$ cat src/rtl/round_stream_if.sv
// Handshake bundle between the activation source, the round/saturate sequencer and the packer.
// The slave modport is the sequencer's view; master is the driver/consumer side.
interface round_stream_if #(
    parameter int N       = 16,
    parameter int BIT_IDX = 4,
    parameter int CNT_W   = 16
);
    logic               i_cfg_valid;
    logic [BIT_IDX-1:0] i_n;
    logic [BIT_IDX-1:0] i_offset;
    logic [CNT_W-1:0]   i_count;
    logic               o_cfg_ready;
    logic               i_valid;
    logic [N-1:0]       i_data;
    logic               o_ready;
    logic               o_valid;
    logic [N-1:0]       o_data;
    logic               i_ready;
    logic               o_done;
    logic [CNT_W-1:0]   o_sat_count;

    modport slave (
        input  i_cfg_valid, i_n, i_offset, i_count, i_valid, i_data, i_ready,
        output o_cfg_ready, o_ready, o_valid, o_data, o_done, o_sat_count
    );

    modport master (
        output i_cfg_valid, i_n, i_offset, i_count, i_valid, i_data, i_ready,
        input  o_cfg_ready, o_ready, o_valid, o_data, o_done, o_sat_count
    );
endinterface

$ cat src/rtl/round_stream_ctrl.sv
// Per-layer round-half-up / symmetric-saturate stage: latches a layer config, streams exactly
// i_count words through a 2-stage stall-freezing pipe, counts clamped words, pulses o_done.
module round_stream_ctrl #(
    parameter int N       = 16,
    parameter int BIT_IDX = 4,
    parameter int CNT_W   = 16
) (
    input  logic           clk,
    input  logic           rst,
    round_stream_if.slave  bus
);
    typedef enum logic [1:0] {S_IDLE, S_RUN, S_DRAIN, S_DONE} state_t;

    localparam logic [N:0]       ONE     = {{N{1'b0}}, 1'b1};
    localparam logic [N:0]       ALL1    = {(N+1){1'b1}};
    localparam logic [N:0]       LIM_MAX = {2'b00, {(N-1){1'b1}}};
    localparam logic [CNT_W-1:0] CNT_ONE = {{(CNT_W-1){1'b0}}, 1'b1};

    state_t             r_state, w_next;
    logic [BIT_IDX-1:0] r_n, r_off;
    logic [CNT_W-1:0]   r_in_rem, r_out_rem, r_sat_cnt;
    logic               r_v1, r_valid, r_sat_flag;
    logic [N:0]         r_s1;
    logic [N-1:0]       r_data;

    logic       w_stall, w_ready, w_acc, w_take, w_cfg, w_last_in, w_last_out, w_sat;
    logic [N:0] w_bias, w_s1_in, w_lim, w_nlim, w_clamp, w_mask, w_res;
    int         w_e;

    assign w_stall    = r_valid & ~bus.i_ready;
    assign w_ready    = (r_state == S_RUN) & ~w_stall;
    assign w_acc      = bus.i_valid & w_ready;
    assign w_take     = r_valid & bus.i_ready;
    assign w_cfg      = (r_state == S_IDLE) & bus.i_cfg_valid;
    assign w_last_in  = w_acc & (r_in_rem == CNT_ONE);
    assign w_last_out = w_take & (r_out_rem == CNT_ONE);

    // Half-LSB of the kept precision; shifting back by one makes offset==0 give no bias.
    assign w_bias  = (ONE << r_off) >> 1;
    assign w_s1_in = {bus.i_data[N-1], bus.i_data} + w_bias;

    always_comb begin
        w_e     = int'(r_n) + int'(r_off);
        w_lim   = (w_e >= N - 1) ? LIM_MAX : ((ONE << w_e) - ONE);
        w_nlim  = ~w_lim + ONE;
        w_clamp = r_s1;
        w_sat   = 1'b0;
        if ($signed(r_s1) > $signed(w_lim)) begin
            w_clamp = w_lim;
            w_sat   = 1'b1;
        end else if ($signed(r_s1) < $signed(w_nlim)) begin
            w_clamp = w_nlim;
            w_sat   = 1'b1;
        end
        w_mask = (int'(r_off) >= N) ? '0 : (ALL1 << r_off);
        w_res  = w_clamp & w_mask;
    end

    always_comb begin
        w_next = r_state;
        case (r_state)
            S_IDLE:  if (w_cfg) w_next = (bus.i_count == '0) ? S_DONE : S_RUN;
            S_RUN:   if (w_last_in) w_next = S_DRAIN;
            S_DRAIN: if (w_last_out) w_next = S_DONE;
            default: w_next = S_IDLE;
        endcase
    end

    always_ff @(posedge clk or posedge rst) begin
        if (rst) begin
            r_state    <= S_IDLE;
            r_n        <= '0;
            r_off      <= '0;
            r_in_rem   <= '0;
            r_out_rem  <= '0;
            r_sat_cnt  <= '0;
            r_v1       <= 1'b0;
            r_s1       <= '0;
            r_valid    <= 1'b0;
            r_data     <= '0;
            r_sat_flag <= 1'b0;
        end else begin
            r_state <= w_next;
            if (w_cfg) begin
                r_n       <= bus.i_n;
                r_off     <= bus.i_offset;
                r_in_rem  <= bus.i_count;
                r_out_rem <= bus.i_count;
                r_sat_cnt <= '0;
            end
            if (w_acc) r_in_rem <= r_in_rem - CNT_ONE;
            if (w_take) begin
                r_out_rem <= r_out_rem - CNT_ONE;
                if (r_sat_flag && (r_sat_cnt != '1)) r_sat_cnt <= r_sat_cnt + CNT_ONE;
            end
            // Both stages hold together while the packer is not taking the output word.
            if (!w_stall) begin
                r_v1    <= w_acc;
                r_valid <= r_v1;
                if (w_acc) r_s1 <= w_s1_in;
                if (r_v1) begin
                    r_data     <= w_res[N-1:0];
                    r_sat_flag <= w_sat;
                end
            end
        end
    end

    assign bus.o_cfg_ready = (r_state == S_IDLE);
    assign bus.o_ready     = w_ready;
    assign bus.o_valid     = r_valid;
    assign bus.o_data      = r_data;
    assign bus.o_done      = (r_state == S_DONE);
    assign bus.o_sat_count = r_sat_cnt;
endmodule

$ cat src/flat_wrapper.sv
// flat-port wrapper written by rule: the top's interface ports become plain ports
module round_stream_ctrl_flat 
#(
    parameter int N       = 16,
    parameter int BIT_IDX = 4,
    parameter int CNT_W   = 16
)
  (clk, rst, bus_i_cfg_valid, bus_i_n, bus_i_offset, bus_i_count, bus_i_valid, bus_i_data, bus_i_ready, bus_o_cfg_ready, bus_o_ready, bus_o_valid, bus_o_data, bus_o_done, bus_o_sat_count);
  round_stream_if #(.N(N), .BIT_IDX(BIT_IDX), .CNT_W(CNT_W)) bus_i ();
  input  logic clk;
  input  logic rst;
  input wire logic [$bits(bus_i.i_cfg_valid)-1:0] bus_i_cfg_valid;
  input wire logic [$bits(bus_i.i_n)-1:0] bus_i_n;
  input wire logic [$bits(bus_i.i_offset)-1:0] bus_i_offset;
  input wire logic [$bits(bus_i.i_count)-1:0] bus_i_count;
  input wire logic [$bits(bus_i.i_valid)-1:0] bus_i_valid;
  input wire logic [$bits(bus_i.i_data)-1:0] bus_i_data;
  input wire logic [$bits(bus_i.i_ready)-1:0] bus_i_ready;
  output wire logic [$bits(bus_i.o_cfg_ready)-1:0] bus_o_cfg_ready;
  output wire logic [$bits(bus_i.o_ready)-1:0] bus_o_ready;
  output wire logic [$bits(bus_i.o_valid)-1:0] bus_o_valid;
  output wire logic [$bits(bus_i.o_data)-1:0] bus_o_data;
  output wire logic [$bits(bus_i.o_done)-1:0] bus_o_done;
  output wire logic [$bits(bus_i.o_sat_count)-1:0] bus_o_sat_count;
  assign bus_i.i_cfg_valid = bus_i_cfg_valid;
  assign bus_i.i_n = bus_i_n;
  assign bus_i.i_offset = bus_i_offset;
  assign bus_i.i_count = bus_i_count;
  assign bus_i.i_valid = bus_i_valid;
  assign bus_i.i_data = bus_i_data;
  assign bus_i.i_ready = bus_i_ready;
  assign bus_o_cfg_ready = bus_i.o_cfg_ready;
  assign bus_o_ready = bus_i.o_ready;
  assign bus_o_valid = bus_i.o_valid;
  assign bus_o_data = bus_i.o_data;
  assign bus_o_done = bus_i.o_done;
  assign bus_o_sat_count = bus_i.o_sat_count;
  round_stream_ctrl #(.N(N), .BIT_IDX(BIT_IDX), .CNT_W(CNT_W)) u_core (.clk(clk), .rst(rst), .bus(bus_i));
endmodule
$ cat config.mk
export PLATFORM = sky130hd
export DESIGN_NAME = round_stream_ctrl_flat
export DESIGN_NICKNAME = d
export VERILOG_FILES = /design/src/rtl/round_stream_if.sv /design/src/rtl/round_stream_ctrl.sv /design/src/flat_wrapper.sv
export SDC_FILE = /design/constraint.sdc
export NUM_CORES = 1
export LEC_CHECK = 0
export CAP_MARGIN = 30
export CORE_AREA = 5 5 135 163
export CTS_BUF_LIST = sky130_fd_sc_hd__clkbuf_2 sky130_fd_sc_hd__clkbuf_4 sky130_fd_sc_hd__clkbuf_8
export DETAILED_ROUTE_END_ITERATION = 10
export DIE_AREA = 0 0 140 168
export GPL_TIMING_DRIVEN = 0
export PLACE_DENSITY_LB_ADDON = 0.05
export SLEW_MARGIN = 15
export SYNTH_ARGS = -nofsm -noshare
export SYNTH_HDL_FRONTEND = slang
export SYNTH_SLANG_ARGS = --single-unit
$ cat constraint.sdc
create_clock -name clk -period 9.4 [get_ports clk]
set_input_delay 0.94 -clock clk [delete_from_list [all_inputs] [get_ports clk]]
set_output_delay 0.94 -clock clk [all_outputs]
set_load 0.01 [all_outputs]
==> flow_summary_export.csv <==
group,metric,value,unit
pwr,power.internal,1.57,mW
floorplan,fp.dieW,140,um
clocking,cts_tree,"yes",
status,run_status,"complete, no violations",
critical_path,arrival,6340,ps
global_route,grt_pass1_vias,6775,
pwr,p_leak,3.57,nW
floorplan,start_util,34.6,%
critical_path,crit_type,"register to register",
synth,synth_top_family_by_area,"simple AND/OR/NAND/NOR gates",
critical_path,rr_worst_depth,21,
drt,drt_first_pass_iters,5,
clocking,post_cts_resize_count,0,
global_route,gr-usage-met1,24.4,%
clocking,insertion_delay,370,ps
sta,fin_crit,6070,ps
sta,finalSetupViolations,0,
floorplan,fp.dieH,168,um
synth,synth-edff-count,0,
critical_path,end_kind,"register",
clocking,clockBufferDepth,2,
floorplan,fp.coreArea,20100,um2
critical_path,r2r_slack,3330,ps
min_path,whs_path_depth,2,
synth,synth-seq-cells,94,
critical_path,worstReg2RegStart,"u_core.r_off[0]",
clocking,post-cts-setup-buffers,0,
pwr,fin_total_pwr,3.34,mW
synth,synth_fa_ha_area_share,11.7,%
pwr,seqPwrFrac,21.7,%
drt,postRouteWirelength,22500,um
sta,worstMarginPinSlew,854,ps
synth,synthTopCellsByArea,"dfrtp_1 (34%), ha_1 (11%), nand2_1 (7.2%), o21ai_0 (5.8%), nor2_1 (4.4%)",
critical_path,startpoint_type,"register",
critical_path,required,9670,ps
floorplan,pin_count,81,
sta,relSlewSlack,42.6,%
finish,final_common_cell,"nand2_1",
critical_path,cp_max_fo,10,
sta,slew_violations,0,
min_path,min-delay-start,"u_core.r_out_rem[10]",
global_route,use_met3,3.29,%
sta,fin_skew,11.0,ps
global_route,track_usage,19.3,%
place,hpwl,17600,um
global_route,grt_pass1_wl,36300,um
synth,syn-instance-count,855,
global_route,met2_usage,32.9,%
min_path,hold_end,"u_core.r_out_rem[10]",
drt,drc_errors,0,
sta,finalCritPeriodShare,64.6,%
sta,setup_tns,0,ps
synth,yosys_warnings,0,
synth,synth_flop_cell,"dfrtp_1",
critical_path,reg2reg_to,"u_core.bus.o_data[7]",
synth,ys_async_sr_fraction,100,%
floorplan,die_area,23500,um2
synth,synthDominantCellAreaShare,33.8,%
clocking,clk_pin_slew,100,ps
sta,hold_violations,0,
synth,synth_compound_area_share,23.4,%
synth,synth_xor_area_share,2.39,%
clocking,cts_root_buf,"clkbuf_8",
pwr,p_comb_share,70.0,%
drt,drtIter0Drc,277,
finish,num-nets-final,1057,
sta,fmax,0.165,GHz
run,maxCapViolations,0,
pwr,clockPowerShare,8.3,%
finish,mostFrequentLayoutCells,"nand2_1 (134), dfrtp_1 (94), nor2_1 (81), o21ai_0 (81), clkdlybuf4s50_1 (80)",
pwr,p_switching,1.76,mW
finish,final_layout_size_suffix_gt1_share,4.10,%
clocking,numCtsBuffers,9,
synth,synth_cell_types,66,
min_path,hp-class,"register to register",
place,port_buffers,80,
drt,dr_total_vias,6634,
finish,antenna_cells,0,
clocking,h-tree-depth,3,
synth,synth.area.mux_share,0.990,%
global_route,gr-max-usage-layer,"met2",
pwr,powerDensity,402,nW/um2
pwr,ir_drop,0.145,mV
clocking,cts_sinks,94,
synth,synth-seq-area-share,33.8,%
drt,ant_nets,0,
pwr,switching_share,52.9,%
finish,area.growth.synth_to_final,19.6,%
global_route,grt_max_degree,58,
sta,rsz0062_at_grt,"false",
synth,yosys.area.top_type,"dfrtp_1",
drt,vias_per_cell,5.45,
synth,syn_area_per_cell,8.13,um2
synth,syn-cell-area,6950,um2
synth,synth_simple_gate_area_share,24.2,%
global_route,grt_overflow,0,
floorplan,placementRows,57,
clocking,postCtsHoldBufs,0,
drt,avgRoutedWirePerCell,18.5,um
global_route,antenna_found_initial,0,
place,routabilityCongestion,0.899,
synth_stat cells, drive strengths merged (5+ instances only):
cell and number:
a211o 6, a211oi 13, a21o 10, a21oi 47
a221o 7, a22oi 13, a31oi 5, and2 5
and3 11, buf 6, clkbuf 28, dfrtp 94
ha 61, inv 29, nand2 134, nand2b 17
nand3 31, nand4 8, nor2 82, nor2b 9
nor3 34, nor4 6, o211ai 5, o21a 6
o21ai 83, o22ai 5, o31a 5, o31ai 14
o41ai 5, or3 11, xnor2 10, xor2 9
metrics by stage:
step / hold WS, ps / worst slack (ps) / std cells / area (um2) / utilization, %
final: 464 / 3330 / 1217 / 8310 / 41.3
after global routing: 498 / 2950 / 1217 / 8310 / 41.3
after CTS: 471 / 3290 / 1217 / 8310 / 41.3
after detailed placement: 451 / 3340 / 1203 / 8130 / 40.4
after global placement: 445 / 3280 / 1201 / 8090 / 40.2
after floorplan: 430 / 4690 / 856 / 6960 / -
cell families (layout without fill, tap and decap cells):
logic type,Yosys count,count (layout)
flops,94,94
mux,6,6
fa+ha+maj,64,64
xor+xnor,19,19
compound gates,245,245
buf+inv,63,159
simple gates,363,363
other cells,1,2
power groups by stage:
stage	sequential (mW)	combinational [mW]	clock [mW]
after detailed placement	0.730	2.34	0
final	0.724	2.34	0.279
after global placement	0.731	2.33	0
after global routing	0.746	2.61	0.304
after CTS	0.723	2.34	0.290
after floorplan	0.688	1.64	0
layer usage:
| metal | vias to the layer above | wire length [um] |
|---|---|---|
| li1 | 3281 | - |
| met1 | 3178 | 10100 |
| met2 | 140 | 10900 |
| met3 | 35 | 853 |
| met4 | 0 | 675 |
| met5 | - | 0 |
layout make-up:
cell class | instances | area, um2
Clock inverter | 4 | 48.8
Multi-Input combinational cell | 699 | 4360
Clock buffer | 10 | 138
Tap cell | 265 | 332
Fill cell | 2150 | 11800
Sequential cell | 94 | 2350
Buffer | 34 | 133
Timing Repair Buffer | 82 | 833
Inverter | 29 | 114
critical path, stage by stage (launching register included):
cell,delay (ps)
dfrtp_1,530
ha_1,310
fa_1,350
buf_2,180
a211o_1,290
a21oi_2,240
o21ai_1,200
clkbuf_1,280
inv_1,160
nor2_1,100
inv_1,200
a31oi_1,80
inv_1,160
nand2_1,80
ha_1,320
nand3_1,70
o31ai_1,740
o31ai_1,210
nor3_2,610
buf_2,400
a22oi_1,170
o41ai_1,260
state kept, by name, indices dropped and copies added, names as in the netlist:
name / cells
u_core.r_s1: 17
u_core.bus.o_valid: 1
u_core.bus.o_data: 16
u_core.r_state: 2
u_core.bus.o_sat_count: 16
u_core.r_n: 4
u_core.r_off: 4
u_core.r_out_rem: 16
u_core.r_v1: 1
u_core.r_sat_flag: 1
u_core.r_in_rem: 16
worst max-delay path by stage:
| stage | from | endpoint | slack, ps | cells past startpoint |
|---|---|---|---|---|
| 2_1_floorplan | u_core.r_off[0] | u_core.bus.o_data[5] | 4690 | 20 |
| 3_3_place_gp | u_core.r_off[0] | u_core.bus.o_data[7] | 3280 | 21 |
| 3_5_place_dp | u_core.r_off[0] | u_core.bus.o_data[7] | 3340 | 21 |
| 4_1_cts | u_core.r_off[0] | u_core.bus.o_data[7] | 3290 | 21 |
| 5_1_grt | u_core.r_off[0] | u_core.bus.o_data[7] | 2950 | 21 |
| 6_report | u_core.r_off[0] | u_core.bus.o_data[7] | 3330 | 21 |
Power figures use the tool's default switching activity.
